<file path="src/rtl/capture_ctrl.sv">
// capture_ctrl: sequences one decimated acquisition into the circular capture RAM
module capture_ctrl #(
  parameter int ENTRIES = 384,
  parameter int AW = 9
) (
  input  logic          clk,
  input  logic          rst,
  input  logic          run,
  input  logic          clr_cap_done,
  input  logic [3:0]    decimator,
  input  logic [AW-1:0] trig_posn,
  input  logic          triggered,
  output logic          wrt_smpl,
  output logic [AW-1:0] waddr,
  output logic          armed,
  output logic          capture_done,
  output logic [AW-1:0] trig_addr
);
  typedef enum logic [2:0] {IDLE, FILL, ARMED, POST, DONE} state_t;
  localparam logic [AW-1:0] LAST = AW'(ENTRIES - 1);
  localparam logic [AW:0] DEPTH = (AW+1)'(ENTRIES);
  state_t state;
  logic [3:0] dec;
  logic [AW-1:0] tp_eff, post_cnt;
  logic [AW:0] pre_cnt, pre_need;
  logic [15:0] dec_cnt, term;
  logic cap;
  assign term = (16'd1 << dec) - 16'd1;
  assign pre_need = DEPTH - {1'b0, tp_eff};
  assign cap = state inside {FILL, ARMED, POST};
  assign wrt_smpl = cap && dec_cnt == term;
  always_ff @(posedge clk) begin
    if (rst) begin
      state <= IDLE;
      dec <= '0;
      tp_eff <= '0;
      dec_cnt <= '0;
      waddr <= '0;
      trig_addr <= '0;
      pre_cnt <= '0;
      post_cnt <= '0;
      armed <= 1'b0;
      capture_done <= 1'b0;
    end else begin
      if (cap) dec_cnt <= (dec_cnt == term) ? '0 : dec_cnt + 16'd1;
      if (wrt_smpl) waddr <= (waddr == LAST) ? '0 : waddr + 1'b1;
      case (state)
        IDLE: if (run) begin
          state <= FILL;
          dec <= decimator;
          tp_eff <= (trig_posn > LAST) ? LAST : trig_posn;
          dec_cnt <= '0;
          waddr <= '0;
          trig_addr <= '0;
          pre_cnt <= '0;
          post_cnt <= '0;
        end
        FILL: if (wrt_smpl) begin
          pre_cnt <= pre_cnt + 1'b1;
          if (pre_cnt + 1'b1 == pre_need) begin
            state <= ARMED;
            armed <= 1'b1;
          end
        end
        // a sample written in the trigger cycle is the trigger sample, not a post sample
        ARMED: if (triggered) begin
          trig_addr <= waddr;
          armed <= 1'b0;
          state <= (tp_eff == '0) ? DONE : POST;
          capture_done <= tp_eff == '0;
        end
        POST: if (wrt_smpl) begin
          post_cnt <= post_cnt + 1'b1;
          if (post_cnt + 1'b1 == tp_eff) begin
            state <= DONE;
            capture_done <= 1'b1;
          end
        end
        DONE: if (clr_cap_done) begin
          state <= IDLE;
          capture_done <= 1'b0;
        end
        default: state <= IDLE;
      endcase
    end
  end
endmodule

</file>
<file path="config.mk">
export PLATFORM = sky130hd
export DESIGN_NAME = capture_ctrl
export DESIGN_NICKNAME = d
export VERILOG_FILES = /design/src/rtl/capture_ctrl.sv
export SDC_FILE = /design/constraint.sdc
export NUM_CORES = 1
export LEC_CHECK = 0
export ABC_AREA = 1
export BUFFER_PORTS_ARGS = -buffer_cell sky130_fd_sc_hd__clkbuf_2
export CAP_MARGIN = 10
export CELL_PAD_IN_SITES_DETAIL_PLACEMENT = 1
export CELL_PAD_IN_SITES_GLOBAL_PLACEMENT = 1
export CORE_MARGIN = 4
export CORE_UTILIZATION = 40
export CTS_CLUSTER_DIAMETER = 60
export DETAILED_ROUTE_END_ITERATION = 7
export GPL_TIMING_DRIVEN = 0
export PLACE_DENSITY_LB_ADDON = 0.1
export SLEW_MARGIN = 10
export SYNTH_ARGS = -nofsm -noshare
export SYNTH_HDL_FRONTEND = slang
export SYNTH_SLANG_ARGS = --single-unit
</file>
<file path="constraint.sdc">
create_clock -name clk -period 2.65 [get_ports clk]
set_input_delay 0.265 -clock clk [delete_from_list [all_inputs] [get_ports clk]]
set_output_delay 0.265 -clock clk [all_outputs]
set_load 0.005 [all_outputs]
</file>
==> results.toml <==
[route]
routedWlPerCell_um = 15.25
drt_iter0_drc = 225
firstDrtPassIters = 4
num_vias = 5071
wl_um = 14790
antenna_left = 0
drc = 0
viasPerCell = 5.228

[critical_path]
worst_ep_arrival_time_ns = 2.27
crit_start = "dec[3]$_SDFFE_PP0P_"
timing.critical_path.slowest_cell_delay_ns = 0.31
critical_path.top_delay_family = "simple AND/OR/NAND/NOR gates"
worst-r2r-cell-count = 18
worst_setup_path_end_kind = "output port"
crit_fanout = 5
path_cells = "buf_6 > nor2_8 > nand3_4 > ha_4 > inv_1 > nand2_2 > nand3_2 > nor2_1 > nand2_1 > nor2_1 > nand3_2 > nor2_4 > nand3_4 > inv_4 > clkbuf_2"
crit_type = "reg2out"
critPathLaunchType = "flip-flop"
critPathRequiredTime_ns = 2.38
path_depth = 15
worstReg2RegStart = "dec[3]$_SDFFE_PP0P_"
slowest_stage = "dfxtp_1"
critPathBufInv = 4

[synth]
synth_warnings = 0
seq_area_frac_synth_pct = 30.38
syn-cell-area_um2 = 4678
ys_ff_latch = 71
ys.flop_type = "dfxtp_1"
avgSynthCellArea_um2 = 6.164
async_flop_share_pct = 0
syn-num-nets = 783
yosysUniqueCellTypes = 39
syn_inst = 759
synth-edff-count = 0

[global_routing]
grt_pass1_wl_um = 24720
overflow = 0
grt.total_usage_pct = 23.03
grt_max_degree = 14
antenna_found_initial = 0
grt_pass1_vias = 5214

[finish]
drive_gt1_share_pct = 16.57
num-nets-final = 846
fin_cells = 970
final_area_um2 = 5610
final_util_pct = 49.13
antennaDiodeCount = 0
area_growth_pct = 19.93

[timing]
setup_viol = 0
fin_crit_sh_pct = 95.74
slew_headroom_pct = 59.00
finalHoldViolations = 0
finalCriticalPeriod_ns = 2.537
max_freq_ghz = 0.3941
fin_ws_ns = 0.1128
tightestPinTransition_ns = 0.6150
drv_slew = 0
fin_worst_skew_ns = 0.008500

[die]
core_um2 = 11420
fp.dieArea_um2 = 13490
start_util_pct = 40.97
ios = 39
die_height_um = 116.1
rows = 39
die_x_um = 116.1

[clock_tree]
cts_tree = "built"
clock-root-buffer = "clkbuf_16"
cts_sinks = 71
cts_buffers = 9
htreeDepth = 3
clock_latency_ns = 0.35
cts_buffer_depth = 2
hold_buffers = 0
clkTransAtPathRegs_ns = 0.07

[run_status]
outcome = "finished clean"

[power]
p_leak_nw = 2.565
finalPower_mw = 5.300
powerDensity_nw_per_um2 = 944.7
ir_drop_uv = 490.4

[job]
maxCapViolations = 0

[min_path]
min_delay_path_depth = 3
min_path_type = "in2reg"
min-delay-start = "decimator[0]"

[place]
post_dp_cell_area_um2 = 5042
post-dp-hpwl_um = 11230
pre_cts_ws_ns = -0.2376
dpl.cell_count = 939
gp_congestion = 0.8825
port_buffers = 37
[worst register-to-register path, cell delays in order, from the launching register on]
cell and delay (ns):
dfxtp_1 0.31, buf_6 0.13, nor2_8 0.15, nand3_4 0.10, ha_4 0.28, inv_1 0.04, nand2_2 0.06, nand3_2 0.06
nor2_1 0.08, nand2_1 0.06, nor2_1 0.12, nand3_2 0.09, nor2_4 0.15, buf_6 0.13, nand2_8 0.07, nor2_4 0.24
inv_4 0.10, o21ai_1 0.17, a21oi_1 0.05
[cell type report]
class | count | area [um^2]
clock inverters | 7 | 72.57
repair buffers | 53 | 325.3
well taps | 143 | 178.9
plain buffers | 14 | 85.08
flip-flops and latches | 71 | 1423
fillers | 1594 | 5808
inverters | 105 | 404.1
clock buffers | 9 | 225.2
multi-input cells | 568 | 2897
[worst paths after layout]
path	endpoint	slack (ns)
worst max register to register	pre_cnt[6]$_SDFFE_PP0P_	0.13
worst max-delay path	wrt_smpl	0.11
worst min register to register	pre_cnt[9]$_SDFFE_PP0P_	0.47
worst min-delay path	dec[0]$_SDFFE_PP0P_	0.19
[placed cells by master, fill, tap and decap left out, drive strengths merged]
master    instances
nor3             12
a32o              1
dfxtp            71
clkinvlp          2
nand3            68
nor4              3
nand4            10
clkbuf           54
and2              1
xor2             11
a211oi            8
inv             105
nor3b             2
nand2           242
bufinv            1
a31oi             1
buf              22
clkinv            4
a21oi            36
ha                6
a22oi             1
nor2            114
a32oi             9
and3              1
or2               2
xnor2             9
nand3b            2
o21ai            29
[Yosys cell counts, types with 4 or more instances]
master / n / area, um^2
buf_2: 4 / 20.02
nand2_1: 232 / 870.8
a32oi_1: 9 / 78.83
nor2_1: 98 / 367.9
nor2_4: 6 / 67.56
nand3_1: 64 / 320.3
xor2_1: 11 / 96.34
inv_2: 5 / 18.77
nand2_2: 7 / 43.79
xnor2_1: 9 / 78.83
a21oi_1: 35 / 175.2
inv_1: 98 / 367.9
nor2_2: 9 / 56.30
ha_1: 6 / 75.07
dfxtp_1: 71 / 1421
nand4_1: 10 / 62.56
nor3_1: 10 / 50.05
o21ai_0: 27 / 135.1
a211oi_1: 8 / 60.06
clkbuf_1: 8 / 30.03
[state kept, by name, summed over array words and instances (netlist names)]
register,flops
dec_cnt,16
pre_cnt,10
post_cnt,9
tp_eff,9
trig_addr,9
waddr,9
dec,4
state,3
armed,1
capture_done,1
[cells by family (layout without fill, tap and decap cells)]
logic type / Yosys count / in the layout / synth area share (%)
and+or+nand+nor: 457 / 457 / 43.49
buffers and inverters: 120 / 188 / 10.27
adders and majority gates: 6 / 6 / 1.605
xor gates and xnor gates: 20 / 20 / 3.744
AOI/OAI and AO/OA: 85 / 85 / 10.51
DFF: 71 / 71 / 30.38
[layer usage]
metal / vias to the layer above / track usage (%) / routed length, um
li1: 2560 / - / -
met1: 2416 / 30.12 / 7021
met2: 74 / 38.97 / 7070
met3: 21 / 2.591 / 406
met4: 0 / 8.971 / 290
met5: - / 0 / 0
[power breakdown]
group | switching, mW | leakage [nW] | internal, mW
clock network | 0.522 | 0.142 | 0.730
logic | 1.71 | 1.85 | 0.954
registers | 0.168 | 0.578 | 1.21
[per-stage QoR]
step	hold WS [ns]	TNS [ns]
after floorplan	0.3999	0
after global placement	0.4514	-2.560
after detailed placement	0.4611	-4.605
after CTS	0.1442	0
after global routing	0.2299	-0.03715
final	0.1879	0
[what timing repair did]
item	in CTS	in global routing
endpoints found under the setup margin	45	49
buffers inserted	8	8
pin swaps	8	13
resized for setup	20	26
(Power assumes the default switching activity.)
